`src/rtl/any1_wb_dnsize.sv`:
```
// any1_wb_dnsize: 128-bit to 32-bit Wishbone classic-cycle downsizing bridge.
//
// Each 128-bit request is split into one 32-bit beat for each byte-lane group k (0..3)
// that has any select bit set. Beats are issued in ascending k. Read data is reassembled
// into the matching 128-bit lanes. The request then gets exactly one s_ack_o or s_err_o pulse.
// A watchdog aborts a beat that stalls for TIMEOUT cycles. Setting TIMEOUT to 0 disables it.
//
// Ports:
//   clk_i, rst_i              clock, asynchronous active-high reset
//   s_cyc_i .. s_dat_i        128-bit slave-side request from the MPU
//   s_ack_o, s_err_o, s_dat_o completion and error pulses, read data (all registered)
//   m_cyc_o .. m_dat_o        32-bit master-side beat (all registered)
//   m_ack_i, m_err_i, m_dat_i beat response from the peripheral interconnect
module any1_wb_dnsize #(
    parameter int unsigned TIMEOUT = 255
) (
    input  logic         clk_i,
    input  logic         rst_i,
    input  logic         s_cyc_i,
    input  logic         s_stb_i,
    input  logic         s_we_i,
    input  logic [15:0]  s_sel_i,
    input  logic [31:0]  s_adr_i,
    input  logic [127:0] s_dat_i,
    output logic         s_ack_o,
    output logic         s_err_o,
    output logic [127:0] s_dat_o,
    output logic         m_cyc_o,
    output logic         m_stb_o,
    output logic         m_we_o,
    output logic [3:0]   m_sel_o,
    output logic [31:0]  m_adr_o,
    output logic [31:0]  m_dat_o,
    input  logic         m_ack_i,
    input  logic         m_err_i,
    input  logic [31:0]  m_dat_i
);

    localparam int unsigned CntW = (TIMEOUT == 0) ? 1 : $clog2(TIMEOUT + 1);

    typedef enum logic [2:0] {StIdle, StBeat, StAck, StErr, StWait} state_e;

    state_e         state_q, state_d;
    logic [27:0]    adr_q, adr_d;
    logic [15:0]    sel_q, sel_d;
    logic [127:0]   dat_q, dat_d;
    logic [127:0]   buf_q, buf_d;
    logic [1:0]     k_q, k_d;
    logic [CntW-1:0] cnt_q, cnt_d;
    logic           s_ack_q, s_ack_d;
    logic           s_err_q, s_err_d;
    logic [127:0]   s_dat_q, s_dat_d;
    logic           m_cyc_q, m_cyc_d;
    logic           m_stb_q, m_stb_d;
    logic           m_we_q, m_we_d;
    logic [3:0]     m_sel_q, m_sel_d;
    logic [31:0]    m_adr_q, m_adr_d;
    logic [31:0]    m_dat_q, m_dat_d;

    logic [2:0]     grp_first, grp_next;
    logic [127:0]   buf_upd;
    logic           timeout_hit;

    // Address bits [3:0] select nothing: beats are addressed by lane group.
    logic unused_adr;
    assign unused_adr = ^s_adr_i[3:0];

    // Lowest active lane group at or above start; 4 means none remain.
    function automatic logic [2:0] next_grp(input logic [15:0] sel, input logic [2:0] start);
        logic [2:0] res;
        res = 3'd4;
        for (int j = 3; j >= 0; j--) begin
            if (j >= int'(start) && sel[4*j +: 4] != 4'h0) begin
                res = 3'(j);
            end
        end
        return res;
    endfunction

    always_comb begin
        grp_first = next_grp(s_sel_i, 3'd0);
        grp_next  = next_grp(sel_q, {1'b0, k_q} + 3'd1);

        buf_upd = buf_q;
        buf_upd[{k_q, 5'd0} +: 32] = m_dat_i;

        // Fires at the end of the TIMEOUT-th stalled BEAT cycle.
        timeout_hit = (TIMEOUT != 0) && (cnt_q == CntW'(TIMEOUT - 1));

        state_d = state_q;
        adr_d   = adr_q;
        sel_d   = sel_q;
        dat_d   = dat_q;
        buf_d   = buf_q;
        k_d     = k_q;
        cnt_d   = cnt_q;
        s_ack_d = 1'b0;
        s_err_d = 1'b0;
        s_dat_d = s_dat_q;
        m_cyc_d = m_cyc_q;
        m_stb_d = m_stb_q;
        m_we_d  = m_we_q;
        m_sel_d = m_sel_q;
        m_adr_d = m_adr_q;
        m_dat_d = m_dat_q;

        unique case (state_q)
            StIdle: begin
                if (s_cyc_i && s_stb_i) begin
                    adr_d  = s_adr_i[31:4];
                    sel_d  = s_sel_i;
                    dat_d  = s_dat_i;
                    buf_d  = '0;
                    m_we_d = s_we_i;
                    if (grp_first[2]) begin
                        // Empty select: complete at once; a read returns all zeros.
                        s_ack_d = 1'b1;
                        if (!s_we_i) begin
                            s_dat_d = '0;
                        end
                        state_d = StAck;
                    end else begin
                        k_d     = grp_first[1:0];
                        m_cyc_d = 1'b1;
                        m_stb_d = 1'b1;
                        m_sel_d = s_sel_i[{grp_first[1:0], 2'b00} +: 4];
                        m_adr_d = {s_adr_i[31:4], grp_first[1:0], 2'b00};
                        m_dat_d = s_dat_i[{grp_first[1:0], 5'd0} +: 32];
                        cnt_d   = '0;
                        state_d = StBeat;
                    end
                end
            end
            StBeat: begin
                if (!s_cyc_i) begin
                    // Master abandoned the cycle: drop silently, no ack or error.
                    m_cyc_d = 1'b0;
                    m_stb_d = 1'b0;
                    state_d = StIdle;
                end else if (m_err_i || (!m_ack_i && timeout_hit)) begin
                    m_cyc_d = 1'b0;
                    m_stb_d = 1'b0;
                    s_err_d = 1'b1;
                    state_d = StErr;
                end else if (m_ack_i) begin
                    cnt_d = '0;
                    if (!m_we_q) begin
                        buf_d = buf_upd;
                    end
                    if (!grp_next[2]) begin
                        k_d     = grp_next[1:0];
                        m_sel_d = sel_q[{grp_next[1:0], 2'b00} +: 4];
                        m_adr_d = {adr_q, grp_next[1:0], 2'b00};
                        m_dat_d = dat_q[{grp_next[1:0], 5'd0} +: 32];
                    end else begin
                        m_cyc_d = 1'b0;
                        m_stb_d = 1'b0;
                        s_ack_d = 1'b1;
                        if (!m_we_q) begin
                            s_dat_d = buf_upd;
                        end
                        state_d = StAck;
                    end
                end else if (cnt_q != {CntW{1'b1}}) begin
                    cnt_d = cnt_q + CntW'(1);
                end
            end
            StAck:   state_d = StWait;
            StErr:   state_d = StWait;
            // Hold off until the strobe drops so a held request is not taken twice.
            StWait: begin
                if (!s_stb_i) begin
                    state_d = StIdle;
                end
            end
            default: state_d = StIdle;
        endcase
    end

    always_ff @(posedge clk_i or posedge rst_i) begin
        if (rst_i) begin
            state_q <= StIdle;
            adr_q   <= '0;
            sel_q   <= '0;
            dat_q   <= '0;
            buf_q   <= '0;
            k_q     <= '0;
            cnt_q   <= '0;
            s_ack_q <= 1'b0;
            s_err_q <= 1'b0;
            s_dat_q <= '0;
            m_cyc_q <= 1'b0;
            m_stb_q <= 1'b0;
            m_we_q  <= 1'b0;
            m_sel_q <= '0;
            m_adr_q <= '0;
            m_dat_q <= '0;
        end else begin
            state_q <= state_d;
            adr_q   <= adr_d;
            sel_q   <= sel_d;
            dat_q   <= dat_d;
            buf_q   <= buf_d;
            k_q     <= k_d;
            cnt_q   <= cnt_d;
            s_ack_q <= s_ack_d;
            s_err_q <= s_err_d;
            s_dat_q <= s_dat_d;
            m_cyc_q <= m_cyc_d;
            m_stb_q <= m_stb_d;
            m_we_q  <= m_we_d;
            m_sel_q <= m_sel_d;
            m_adr_q <= m_adr_d;
            m_dat_q <= m_dat_d;
        end
    end

    assign s_ack_o = s_ack_q;
    assign s_err_o = s_err_q;
    assign s_dat_o = s_dat_q;
    assign m_cyc_o = m_cyc_q;
    assign m_stb_o = m_stb_q;
    assign m_we_o  = m_we_q;
    assign m_sel_o = m_sel_q;
    assign m_adr_o = m_adr_q;
    assign m_dat_o = m_dat_q;

endmodule

```
`config.mk`:
```
export PLATFORM = sky130hd
export DESIGN_NAME = any1_wb_dnsize
export DESIGN_NICKNAME = d
export VERILOG_FILES = /design/src/rtl/any1_wb_dnsize.sv
export SDC_FILE = /design/constraint.sdc
export NUM_CORES = 1
export LEC_CHECK = 0
export BUFFER_PORTS_ARGS = -buffer_cell sky130_fd_sc_hd__buf_4
export CORE_ASPECT_RATIO = 0.9
export CORE_MARGIN = 1
export CORE_UTILIZATION = 55
export DETAILED_ROUTE_END_ITERATION = 8
export HOLD_SLACK_MARGIN = 0.03
export PLACE_DENSITY = 0.87
export SYNTH_ARGS = -nofsm -noshare
export SYNTH_HDL_FRONTEND = slang
export SYNTH_SLANG_ARGS = --single-unit
```
`constraint.sdc`:
```
create_clock -name clk_i -period 20.9 [get_ports clk_i]
set_input_delay 2.09 -clock clk_i [delete_from_list [all_inputs] [get_ports clk_i]]
set_output_delay 2.09 -clock clk_i [all_outputs]
set_load 0.02 [all_outputs]
```
Word level (Yosys, flattened, before mapping):

Index checks and enable logic that the tools add are counted.

* shift operators: 6
* $mul: 0
* muxes and demuxes: 83
* reduce and logical (&&, ||, !) cells: 26
* order comparisons: 4
* $add $sub $neg: 3
* equal/unequal tests: 20
* divide/modulo/power cells: 0
* bitwise gates (word level): 0

Operators with widths (count)
* $mux W128: 12
* $pmux W128 S2: 2
* $mux W32: 12
* $shiftx A128 B8 Y32: 2
* $bwmux W128: 1
* $pmux W32 S2: 2
* $shift A32 B9 Y128 const A: 1
* $shiftx A32 B9 Y128: 1
* $mux W8: 6
* $mux W3: 14
* $reduce_bool A4 Y1: 8
* $shiftx A16 B5 Y4: 2
* $mux W4: 6
* $ne A2 B2 Y1 const B: 11
* $pmux W8 S2: 1
* $mux W1: 15
* $mux W2: 7
* $pmux W3 S4: 1
* $reduce_and A6 Y1: 2
* $neg A7 Y9: 1
* $reduce_and A9 Y1: 1
* $add A8 B1 Y8 const B: 1
* $eq A8 B8 Y1 const B: 1
* $ne A4 B4 Y1 const B: 2
* other kinds (21): 30

* memory bits (read-only): 0
* word-level logic and storage cells: 157
* memory bits (writable): 0
* memories: 0
* output and inout port bits: 201
* latch bits: 0
* input port bits: 215
* flip-flop bits (word level): 513

Longest topological paths before layout:

* depth in word-level cells: 13
* gate-level depth with buffers: 10
* gate-level depth less buffers: 8

Worst setup path after synthesis:

OpenSTA, ideal clock, no wires.

* path type: input to register
* start: input port s_sel_i[10]
* end: register s_dat_q[0] (netlist: s_dat_o[0])
* arrival time: 3.713 ns
* path buffers: 2
* required time: 20.772 ns
* setup slack: 17.059 ns
* cell stages on the path: 7
* library setup time: 0.128 ns
* path through: nor4_2 > nand4_1 > o21ai_1 > nand3b_1 > buf_2 > buf_4 > mux2_1

* cells in the longest elaborated chain, start to end: 6

Ends and longest elaborated chain
* start: declaration: RTL line 22 `input logic [15:0] s_sel_i,`
* $reduce_bool A4 Y1: RTL line 73 `if (j >= int'(start) && sel[4*j +: 4] != 4'h0) begin`
* $mux W3 (3 in a row): RTL line 73
* $ne A2 B2 Y1 (no line)
* $reduce_and A9 Y1 (no line)
* end signal: assignment: RTL line 208 `s_dat_q <= s_dat_d;`
* end: declaration: RTL line 52 `logic [127:0] s_dat_q, s_dat_d;`

Every way passes these cells.
A chain may end at the register's enable or synchronous reset.

Worst setup path after layout:

* start: input port m_ack_i
* end: register s_dat_q[125] (netlist: s_dat_o[125])

* cells in the longest elaborated chain, start to end: 5
* elaborated cells between the ends (all ways): 6
* those cells by class: eq/ne (2); reduce/logical (4)

Ends and longest elaborated chain
* start: declaration: RTL line 34 `input logic m_ack_i,`
* $logic_not A1 Y1: RTL line 140 `end else if (m_err_i || (!m_ack_i && timeout_hit)) begin`
* $logic_and A1 B1 Y1: RTL line 140
* $logic_or A1 B1 Y1: RTL line 140
* $ne A2 B2 Y1 (no line)
* $reduce_and A9 Y1 (no line) *

Mark *: on every way between the ends. The rest lies on a longest branch, timed or not.

==> impl_metrics.tcl <==
set metrics [dict create \
    overflow 0 \
    grt_max_degree 128 \
    die_w_um 222 \
    ys_async_sr_fraction 1.00 \
    grt_util_met3 0.0744 \
    cts_tree "yes" \
    startpoint "m_ack_i" \
    dp_hpwl_um 43400 \
    multi_input_area_mm2 0.0105 \
    place_inst 3305 \
    synthAdderAreaFrac 0.00418 \
    diodes 0 \
    antenna_found_initial 1 \
    endpoint "s_dat_o[125]" \
    ir_drop_uv 91.2 \
    synthMuxAreaShare 0.120 \
    via_count 20600 \
    cap_violations 0 \
    critPathKind "input port to register" \
    yosys_warnings 0 \
    avgSynthCellArea_um2 9.63 \
    placed_area_mm2 0.0273 \
    vias_per_cell 6.08 \
    drc_errors 0 \
    postCtsSetupRepairBufs 0 \
    stdcell_area_mm2 0.0288 \
    end_kind "register" \
    ant_nets 0 \
    synth_top_family_by_area "simple AND/OR/NAND/NOR gates" \
    clock_power_share 0.223 \
    fin_skew_ns 0.0231 \
    synth_edf_count 0 \
    syn_inst 2487 \
    power.density_mw_per_mm2 137 \
    seq_power_share 0.371 \
    hold_viol_final 0 \
    synth_seq_area_share 0.532 \
    worstPathArrival_ns 5.86 \
    drt_iter0_markers 2026 \
    grt_pass1_vias 20700 \
    cts_resized 0 \
    min-delay-path-class "register to register" \
    htreeDepth 2 \
    die_area_mm2 0.0444 \
    grt.busiest_layer "met2" \
    nNetsFinal 3026 \
    max_freq_mhz 185 \
    holdWs_ns 0.472 \
    cp.required_ns 21.36 \
    slew_headroom 0.195 \
    status "completed" \
    r2r_cells 8 \
    pwr-share-comb 0.406 \
    synth_compound_area_frac 0.117 \
    grt_pass1_wl_um 111000 \
    clock_sinks 509 \
    startpoint_type "input port" \
    ys_types 60 \
    setup_viol 0 \
    reg2reg_slack_ns 16.08 \
    use_met2 0.494 \
    register_area_mm2 0.0127 \
    start_util 0.557 \
    die_y_um 200 \
    num_io_pins 416 \
    area_growth_pct 20.4 \
    grt_setup_unrepaired "no" \
    yosys.area_share.xor_xnor 0 \
    cts_buffers 51 \
    cts_root_buf "clkbuf_16" \
    stdcell_count 3388 \
    grt_usage 0.315 \
    clk_path_buf_depth 3 \
    routedWlPerCell_um 20.8 \
    fin_util 0.671 \
    max_slew.worst_pin.slew_ns 1.21 \
    power_switching_mw 1.60 \
    fin_tns_setup_ns 0 \
    num-fill-cells 3159 \
    final-max-slew-violation-count 0 \
    holdBufCountCts 0 \
    syn_area_mm2 0.0239 \
    finalCriticalPeriod_ns 5.39 \
    row_count 72 \
    internal-power_mw 2.34 \
    clock_latency_ns 0.59 \
    worst_r2r_endpoint "s_dat_o[125]" \
    p_total_mw 3.95 \
    drive_gt1_frac 0.241 \
    synth_ff_type "dfrtp_1" \
    routed_wirelength_um 70600 \
    portBuffers 409 \
    fin_crit_sh 0.258 \
    p_leak_nw 14.5 \
    switching_share 0.406 \
    place_ws_ns 14.97 \
    cp_max_fo 74 \
    r2r-start "state_q[0]" \
    ys_ff_latch 509 \
    use_met1 0.402 \
    setup_slack_ns 15.51 \
    synth-simple-area-share 0.193 \
    gp_congestion 0.887 \
    core_area_mm2 0.0430 \
    clk_pin_slew_ns 0.06 \
    detail_route.first_pass.iterations 6 \
]
==> power groups by stage <==
stage / combinational (mW) / sequential, mW / clock [mW]
finish: 1.60 / 1.46 / 0.881
global route: 1.73 / 1.49 / 0.932
CTS: 1.59 / 1.46 / 0.895
detailed placement: 1.58 / 1.47 / 0
global placement: 1.53 / 1.45 / 0
floorplan: 0.941 / 1.55 / 0
==> cells in the mapped netlist, types with 4 or more instances <==
| cell | count | share of area |
|---|---|---|
| ha_1 | 8 | 0.0042 |
| o21ai_0 | 35 | 0.0073 |
| mux2_1 | 120 | 0.056 |
| o21ai_1 | 14 | 0.0029 |
| o221ai_1 | 31 | 0.011 |
| a22oi_1 | 61 | 0.019 |
| inv_1 | 8 | 0.0013 |
| nand2_1 | 719 | 0.11 |
| buf_4 | 16 | 0.0050 |
| o31ai_1 | 4 | 0.0013 |
| nor4_2 | 4 | 0.0021 |
| a221oi_1 | 4 | 0.0015 |
| mux2_2 | 136 | 0.064 |
| nor2_1 | 203 | 0.032 |
| a22o_1 | 6 | 0.0022 |
| a21oi_1 | 149 | 0.031 |
| a32o_1 | 29 | 0.012 |
| nand3_1 | 35 | 0.0073 |
| dfrtp_1 | 509 | 0.53 |
| buf_2 | 34 | 0.0071 |
| or4_1 | 4 | 0.0013 |
| o22ai_1 | 9 | 0.0024 |
| and2_1 | 4 | 0.0010 |
| nor3_1 | 5 | 0.0010 |
| a211o_1 | 4 | 0.0015 |
| nor2b_1 | 97 | 0.025 |
| a31oi_1 | 67 | 0.018 |
| clkbuf_1 | 127 | 0.020 |
==> worst min-delay path by stage <==
| stage | from | end | cells after the start |
|---|---|---|---|
| after floorplan | adr_q[0] | adr_q[0] | 2 |
| after global placement | dat_q[101] | dat_q[101] | 2 |
| after detailed placement | adr_q[25] | adr_q[25] | 2 |
| after CTS | dat_q[22] | dat_q[22] | 2 |
| after global routing | dat_q[99] | dat_q[99] | 2 |
| final | adr_q[20] | adr_q[20] | 2 |
==> routing by layer <==
layer | vias up | part of all wire
met4 | 2 | 0.058
met1 | 10100 | 0.39
met5 | - | 0.00020
li1 | 9097 | -
met3 | 286 | 0.090
met2 | 1126 | 0.47
==> critical path, cell delays in order <==
cell      delay, ns
buf_4          0.14
and4b_1        0.32
a211oi_4       0.11
o22ai_4        0.16
buf_4          0.67
nand3b_1       0.21
buf_4          0.76
buf_4          0.76
mux2_2         0.41
==> placed cells by master, fill, tap and decap left out, types with 4 or more instances in the layout <==
master,netlist,final
a211o_1,4,4
a21oi_1,149,149
a221oi_1,4,4
a22o_1,6,6
a22oi_1,61,61
a31oi_1,67,67
a32o_1,29,29
buf_4,16,442
clkbuf_1,127,11
clkbuf_16,0,51
clkbuf_8,0,8
clkinv_2,0,5
dfrtp_1,509,509
ha_1,8,8
inv_1,8,7
mux2_1,120,120
mux2_2,136,136
nand2_1,719,717
nand3_1,35,35
nor2_1,203,202
nor2b_1,97,97
nor4_4,2,4
o21ai_0,35,35
o21ai_1,14,14
o221ai_1,31,31
o22ai_1,9,8
o31ai_1,4,4
==> cell type report <==
| cell class | count | area share |
|---|---|---|
| flip-flops and latches | 509 | 0.442 |
| clock buffers | 70 | 0.0495 |
| clock inverters | 13 | 0.00464 |
| repair buffers | 442 | 0.115 |
| inverters | 9 | 0.00143 |
| well taps | 555 | 0.0241 |
| multi-input cells | 1790 | 0.364 |
==> flip-flops by register name (all words and copies together), names as in the netlist <==
name,count
cnt_q,8
s_dat_o,128
m_we_o,1
sel_q,16
m_dat_o,32
m_stb_o,1
state_q,3
m_sel_o,4
s_ack_o,1
m_adr_o,29
s_err_o,1
adr_q,28
dat_q,128
buf_q,128
k_q,1
==> cells by family (layout without fill, tap and decap cells) <==
kind of cell,after synthesis,count (layout)
other cells,1,2
mux,256,256
compound gates,427,427
fa+ha+maj,8,8
simple gates,1097,1097
buf+inv,189,534
flops,509,509
(Power assumes the default switching activity.)
